### src/rtl/prince_pkg.sv
// Shared types and defaults for the PRINCE core scheduler.
// The state encoding and the two-way round-robin pick live here so other front-ends can reuse them.
package prince_pkg;

    typedef enum logic [1:0] {
        IDLE  = 2'd0,
        START = 2'd1,
        BUSY  = 2'd2,
        RESP  = 2'd3
    } state_t;

    localparam int DW_DEF       = 64;
    localparam int KW_DEF       = 128;
    localparam int CORE_LAT_DEF = 11;

    // A lone requester always wins; on a tie the one not served last wins.
    function automatic logic [1:0] rr_pick(input logic [1:0] valid, input logic last);
        logic [1:0] g;
        g = valid;
        if (valid == 2'b11) begin
            g = last ? 2'b01 : 2'b10;
        end
        return g;
    endfunction

endpackage

### src/rtl/prince_rr_arb.sv
// Two-input round-robin arbiter; purely combinational, the caller owns the pointer register.
module prince_rr_arb
    import prince_pkg::*;
(
    input  logic [1:0] valid,
    input  logic       last,
    input  logic       en,
    output logic [1:0] grant,
    output logic       new_last
);

    always_comb begin
        grant    = 2'b00;
        new_last = last;
        if (en) begin
            grant = rr_pick(valid, last);
            if (grant[1]) begin
                new_last = 1'b1;
            end else if (grant[0]) begin
                new_last = 1'b0;
            end
        end
    end

endmodule

### src/rtl/prince_sched.sv
// Shares one round-based PRINCE core between two requesters: arbitrate, launch, wait the
// fixed core latency, then hold the result on a backpressured response port.
module prince_sched
    import prince_pkg::*;
#(
    parameter int CORE_LAT = CORE_LAT_DEF,
    parameter int DW       = DW_DEF,
    parameter int KW       = KW_DEF
) (
    input  logic          clk,
    input  logic          rst,
    input  logic          req0_valid,
    output logic          req0_ready,
    input  logic [DW-1:0] req0_data,
    input  logic [KW-1:0] req0_key,
    input  logic          req0_dec,
    input  logic          req1_valid,
    output logic          req1_ready,
    input  logic [DW-1:0] req1_data,
    input  logic [KW-1:0] req1_key,
    input  logic          req1_dec,
    output logic          rsp_valid,
    input  logic          rsp_ready,
    output logic          rsp_id,
    output logic [DW-1:0] rsp_data,
    output logic          core_st,
    output logic [DW-1:0] core_din,
    output logic [KW-1:0] core_key,
    output logic          core_dec,
    input  logic [DW-1:0] core_dout
);

    localparam int            CW      = $clog2(CORE_LAT + 1);
    localparam logic [CW-1:0] LAT_END = CW'(CORE_LAT);

    state_t        state;
    logic          last;
    logic          req_id;
    logic [CW-1:0] cnt;

    logic [1:0]    grant;
    logic          new_last;
    logic          arb_en;
    logic          accept;
    logic [DW-1:0] sel_data;
    logic [KW-1:0] sel_key;
    logic          sel_dec;

    // Reset masks the grant so a request seen during reset is never acknowledged.
    assign arb_en = (state == IDLE) && !rst;

    prince_rr_arb u_arb (
        .valid    ({req1_valid, req0_valid}),
        .last     (last),
        .en       (arb_en),
        .grant    (grant),
        .new_last (new_last)
    );

    assign req0_ready = grant[0];
    assign req1_ready = grant[1];
    assign accept     = |grant;

    always_comb begin
        sel_data = req0_data;
        sel_key  = req0_key;
        sel_dec  = req0_dec;
        if (grant[1]) begin
            sel_data = req1_data;
            sel_key  = req1_key;
            sel_dec  = req1_dec;
        end
    end

    // Counter loads 1 in START so it equals the cycles elapsed since the start pulse.
    always_ff @(posedge clk) begin
        if (rst) begin
            state     <= IDLE;
            last      <= 1'b1;
            req_id    <= 1'b0;
            cnt       <= '0;
            core_st   <= 1'b0;
            core_din  <= '0;
            core_key  <= '0;
            core_dec  <= 1'b0;
            rsp_valid <= 1'b0;
            rsp_id    <= 1'b0;
            rsp_data  <= '0;
        end else begin
            case (state)
                IDLE: begin
                    if (accept) begin
                        core_din <= sel_data;
                        core_key <= sel_key;
                        core_dec <= sel_dec;
                        req_id   <= grant[1];
                        last     <= new_last;
                        core_st  <= 1'b1;
                        state    <= START;
                    end
                end
                START: begin
                    core_st <= 1'b0;
                    cnt     <= CW'(1);
                    state   <= BUSY;
                end
                BUSY: begin
                    if (cnt == LAT_END) begin
                        rsp_data  <= core_dout;
                        rsp_id    <= req_id;
                        rsp_valid <= 1'b1;
                        state     <= RESP;
                    end else begin
                        cnt <= cnt + CW'(1);
                    end
                end
                RESP: begin
                    if (rsp_ready) begin
                        rsp_valid <= 1'b0;
                        state     <= IDLE;
                    end
                end
                default: state <= IDLE;
            endcase
        end
    end

endmodule

### config.mk
export PLATFORM = sky130hd
export DESIGN_NAME = prince_sched
export DESIGN_NICKNAME = d
export VERILOG_FILES = /design/src/rtl/prince_pkg.sv /design/src/rtl/prince_rr_arb.sv /design/src/rtl/prince_sched.sv
export SDC_FILE = /design/constraint.sdc
export NUM_CORES = 1
export LEC_CHECK = 0
export ABC_AREA = 1
export BUFFER_PORTS_ARGS = -buffer_cell sky130_fd_sc_hd__buf_4
export CORE_AREA = 2 2 283 285
export DETAILED_ROUTE_END_ITERATION = 12
export DIE_AREA = 0 0 285 287
export SETUP_SLACK_MARGIN = 0.2
export SLEW_MARGIN = 20
export SYNTH_ARGS = -nofsm -noshare
export SYNTH_HDL_FRONTEND = slang
export SYNTH_SLANG_ARGS = --single-unit
### constraint.sdc
create_clock -name clk -period 2.2 [get_ports clk]
set_input_delay 0.22 -clock clk [delete_from_list [all_inputs] [get_ports clk]]
set_output_delay 0.22 -clock clk [all_outputs]
set_load 0.02 [all_outputs]
Yosys cells after proc, flatten, opt, wreduce, memory -nomap -nowiden
Index checks and enable logic that the tools add are counted.

$add $sub $neg: 1. Equal/unequal tests: 9. Multiplexer cells: 20. Reductions and logical operators: 15.

Operators by type and width (count): $mux 128 (1); $mux 64 (1); $mux 2 (7); $ne 2x2->1 const B (4); $pmux 2 s4 (1); $pmux 4 s2 (1); $reduce_and 2->1 (4); $reduce_bool 2->1 (4); $eq 2x2->1 const B (3); $mux 1 (6); $reduce_and 3->1 (2); $add 4x1->4 const B (1); $eq 4x4->1 const B (1); $mux 4 (1); $pmux 1 s2 (2); $reduce_and 4->1 (1); $eq 2x1->1 const B (1); $logic_not 2->1 (1); $reduce_or 2->1 (1); $logic_and 1x1->1 (1); $logic_not 1->1 (1).

Register bits after elaboration: 268.

Depth between registers and ports, before layout
Depth in word-level cells: 7. Depth in mapped cells: 11. Depth with buffers taken out: 9.

Modules after synthesis
A second synthesis with hierarchy kept.

Cell total of the unflattened synthesis: 1832. Area, all modules: 11780.0 um^2.

By module, submodules not included: prince_sched (times used 1, cells an instance 1821, area an instance 11732.5 um^2); prince_rr_arb (times used 1, cells an instance 11, area an instance 47.5 um^2).

Worst setup path after synthesis
Ideal clock, no wire load.

Kind: reg-to-reg. Start point: register state[0]. End point: register core_din[54]. Arrival: 1.509 ns. Path slack: 0.559 ns. Cell stages (with the launch flop): 9. Path buffers: 1. Clock period less this slack: 1.641 ns. Cell sequence: dfxtp_1 inv_1 ha_1 nand2_1 nor2_1 clkbuf_1 nand2_1 nand3_1 a21oi_1.

Longest elaborated chain between the ends: 5. Elaborated cells on any way between the ends: 6. Classes of those cells: 2 x mux; 4 x reduce/logical.

RTL lines: start, declared (line prince_sched.sv:36) `state_t state;`; start signal, assigned (line prince_sched.sv:78) `state <= IDLE;`; start signal, assigned (line prince_sched.sv:99) `state <= START;`; start signal, assigned (line prince_sched.sv:105) `state <= BUSY;`; $logic_not 2->1 (*) (line prince_sched.sv:50) `assign arb_en = (state == IDLE) && !rst;`; $logic_and 1x1->1 (*) (line prince_sched.sv:50); $mux 2 (*) (line prince_rr_arb.sv:15) `if (en) begin`; named net req1_ready (line prince_sched.sv:18) `output logic req1_ready,`; $reduce_or 2->1 (line prince_sched.sv:62) `assign accept = |grant;`; $reduce_and 2->1 (no line); end signal, assigned (line prince_sched.sv:93) `core_din <= sel_data;`; end, declared (line prince_sched.sv:27) `output logic [DW-1:0] core_din,`.

Mark *: on every way through the listed nets, which the timed path passes. The rest lies on a longest branch. A chain may end at the register's enable or synchronous reset.

Worst setup path after layout
Start point: register state[0]. End point: output req0_ready.

Longest elaborated chain between the ends: 3.

RTL lines: $logic_not 2->1 (line prince_sched.sv:50); $logic_and 1x1->1 (line prince_sched.sv:50); $mux 2 (line prince_rr_arb.sv:15); end, declared (line prince_sched.sv:13) `output logic req0_ready,`.

No other way between the ends.

==> run summary <==
status: finished, final reports clean
reg2reg start: state[0]$_SDFFE_PP0P_
r2r endpoint: core_din[35]$_SDFFE_PP0P_
Placement Setup Slack: 134.0 ps
R2R setup slack: 290 ps
Hold EP: core_key[39]$_SDFFE_PP0P_
Worst EP required: 1980 ps
top-area cell type share of the netlist area: 0.4225
die area: 0.08180 mm²
gr usage total: 0.1313
fraction of layout cells with a size suffix above 1: 0.3032
PwrDens: 848.4 mW/mm²
vias per inst: 3.858
final worst setup slack: 269.2 ps
Post-DRT Antenna Nets: 0
top cells by count, synth: 724 x nand2_1, 398 x inv_1, 268 x dfxtp_1
Die Span Y: 287 µm
HPWL Detailed: 40,140 µm
final setup vio count: 0
min Tclk post-route: 1931 ps
TritonCTS clock tree: yes
WS Path Type: flip-flop to primary output
sequential share of the synthesized area: 0.4225
synth unique cells: 20
Slew Limit Fails: 0
Iter 0 DRT Violations: 591
DRC violations left: 0
worst r2r path cells: 10
GRT Residual Overflow: 0
Cells after Synth: 2,010
wire length per cell: 14.67 µm
H-Tree Depth: 2
max_cap viols: 0
most frequent cell after synthesis: nand2_1
post-layout total power: 18.37 mW
Hold Path Origin: req1_key[39]
predominant post-synthesis flop cell: dfxtp_1
GPL Wtd Cong: 0.8841
CP Launch Type: flip-flop
worst-path fanout max: 5
WL final: 56,480 µm
vias in the first global route: 14,510
Yosys top cell by area: dfxtp_1
Mapped Area: 0.01270 mm²
most used routing layer: met2
Die X: 285 µm
Lkg Pwr: 10.94 nW
flops & latches, synth: 268
Area Growth Syn to Fin: 70.51%
largest net degree at the start of global routing: 133
crit path capture type: primary output
crit path DAT: 1710 ps
warnings from Yosys: 0
clock sinks: 268
Vias: 14,860
Inserted Clock Buffers: 36
CTS root buf: clkbuf_16
initial antenna violation count: 2
top post-synthesis cells by area: dfxtp_1 42%, nand2_1 21%, inv_1 12%, a21oi_1 11%, nand3_1 7.8%
clk_skew: 11.66 ps
Hold Path Stages: 5
VDD IR-drop max: 0.4581 mV
Net Count, Synth: 2,471
fmax: 517.9 MHz
FFs w/ async S/R, synth: 0
Final Hold Viols: 0
clk_lat worst skew: 530 ps
port bufs: 716
core area: 0.07861 mm²
row cnt: 103
number of flops mapped to enable cells by yosys: 0
met3 usage: 0.03635
fin nets: 3,238
DRT Pass-1 Iters: 5
initial core utilization: 0.1615
syn avg cell area: 6.317 µm²
clock transition at the registers of the reported paths: 70 ps
Worst slew margin: 0.4660
RSZ-0062 raised after global routing: yes
first-pass GRT wire length: 84,100 µm
HP Class: primary input to flip-flop
period utilisation layout: 0.8776
actual slew at the worst max-slew pin: 800.9 ps
IO Pins: 717
setup TNS: 0 ps
met1 usage: 0.1557
clock tree buffer depth: 3
Finished Core Util: 0.2754
met2 Usage GRT: 0.2269
[flip-flops by register name, indices dropped and copies added, names as in the netlist]
name	count
core_key	128
core_din	64
rsp_data	64
cnt	4
state	2
core_dec	1
core_st	1
last	1
req_id	1
rsp_id	1
rsp_valid	1
[per-stage QoR]
step | area, µm² | hold WS, ps | instances
3_3_place_gp | 19460 | 451.7 | 3703
2_1_floorplan | 12700 | 363.5 | 2010
5_1_grt | 21650 | 18.78 | 3850
6_report | 21650 | 44.87 | 3851
3_5_place_dp | 19460 | 453.9 | 3703
4_1_cts | 21610 | 1.263 | 3849
[where the power goes]
part / leakage [nW] / total [mW] / switching (mW) / internal [mW]
Clock: 0.578 / 5.98 / 2.32 / 3.66
Sequential: 2.18 / 5.88 / 0.377 / 5.51
Combinational: 8.18 / 6.51 / 3.73 / 2.77
[critical path, stage by stage (launching register included)]
cell and delay [ps]:
dfxtp_2 320, inv_2 80, ha_4 140, inv_1 40, nor2_1 110, nand3_2 210
inv_2 150, buf_6 130
[repair_timing]
item                                    in CTS  in global routing
endpoints found under the setup margin     173                 63
cloned                                       4                  0
endpoints found under the hold margin       72                  0
hold buffers                                75                  0
gates resized for setup                     13                 12
buffers inserted                             6                  1
pin swaps                                    3                  2
[layout make-up]
type,count,area [µm²]
diodes,1,2.502
clock buffers,51,1049
clock inverters,10,137.6
fillers,8688,56960
inverters,400,1513
multi-input cells,1215,5276
flip-flops and latches,268,5368
well taps,1050,1314
repair buffers,856,6990
[cell usage in the layout (no fill, tap or decap), types with 8 or more instances in the layout]
| cell type | synthesis | routed |
|---|---|---|
| nand3_1 | 198 | 198 |
| dfxtp_1 | 268 | 266 |
| clkbuf_8 | 0 | 8 |
| buf_12 | 0 | 18 |
| buf_4 | 16 | 751 |
| dlygate4sd3_1 | 0 | 75 |
| inv_1 | 398 | 394 |
| clkbuf_16 | 0 | 37 |
| nand2_1 | 724 | 723 |
| a21oi_1 | 267 | 267 |
[how the worst max path moves through the flow]
stage / to / cells past startpoint / startpoint / slack, ps
floorplan: core_din[54]$_SDFFE_PP0P_ / 8 / state[0]$_SDFFE_PP0P_ / 560
global placement: core_key[4]$_SDFFE_PP0P_ / 9 / state[0]$_SDFFE_PP0P_ / 170
detailed placement: core_key[28]$_SDFFE_PP0P_ / 9 / state[0]$_SDFFE_PP0P_ / 130
global route: cnt[3]$_SDFFE_PP0P_ / 8 / state[1]$_SDFFE_PP0P_ / 190
CTS: core_key[111]$_SDFFE_PP0P_ / 11 / state[0]$_SDFFE_PP0P_ / 220
finish: req0_ready / 7 / state[0]$_SDFFE_PP0P_ / 270
[cell families after synthesis]
group           Yosys count  synth area share
flops                   268            0.4225
buf+inv                 527            0.1655
fa+ha+maj                 6          0.005912
xor+xnor                  1         0.0006899
simple gates            935            0.2976
compound gates          273            0.1078
[per-layer routing]
layer | up-vias | wire length, µm | part of all wire
met5 | - | 10 | 0.00018
met4 | 2 | 1931 | 0.034
met3 | 92 | 4296 | 0.076
met2 | 527 | 27070 | 0.48
met1 | 6660 | 23170 | 0.41
li1 | 7577 | - | -
Power figures use the tool's default switching activity.
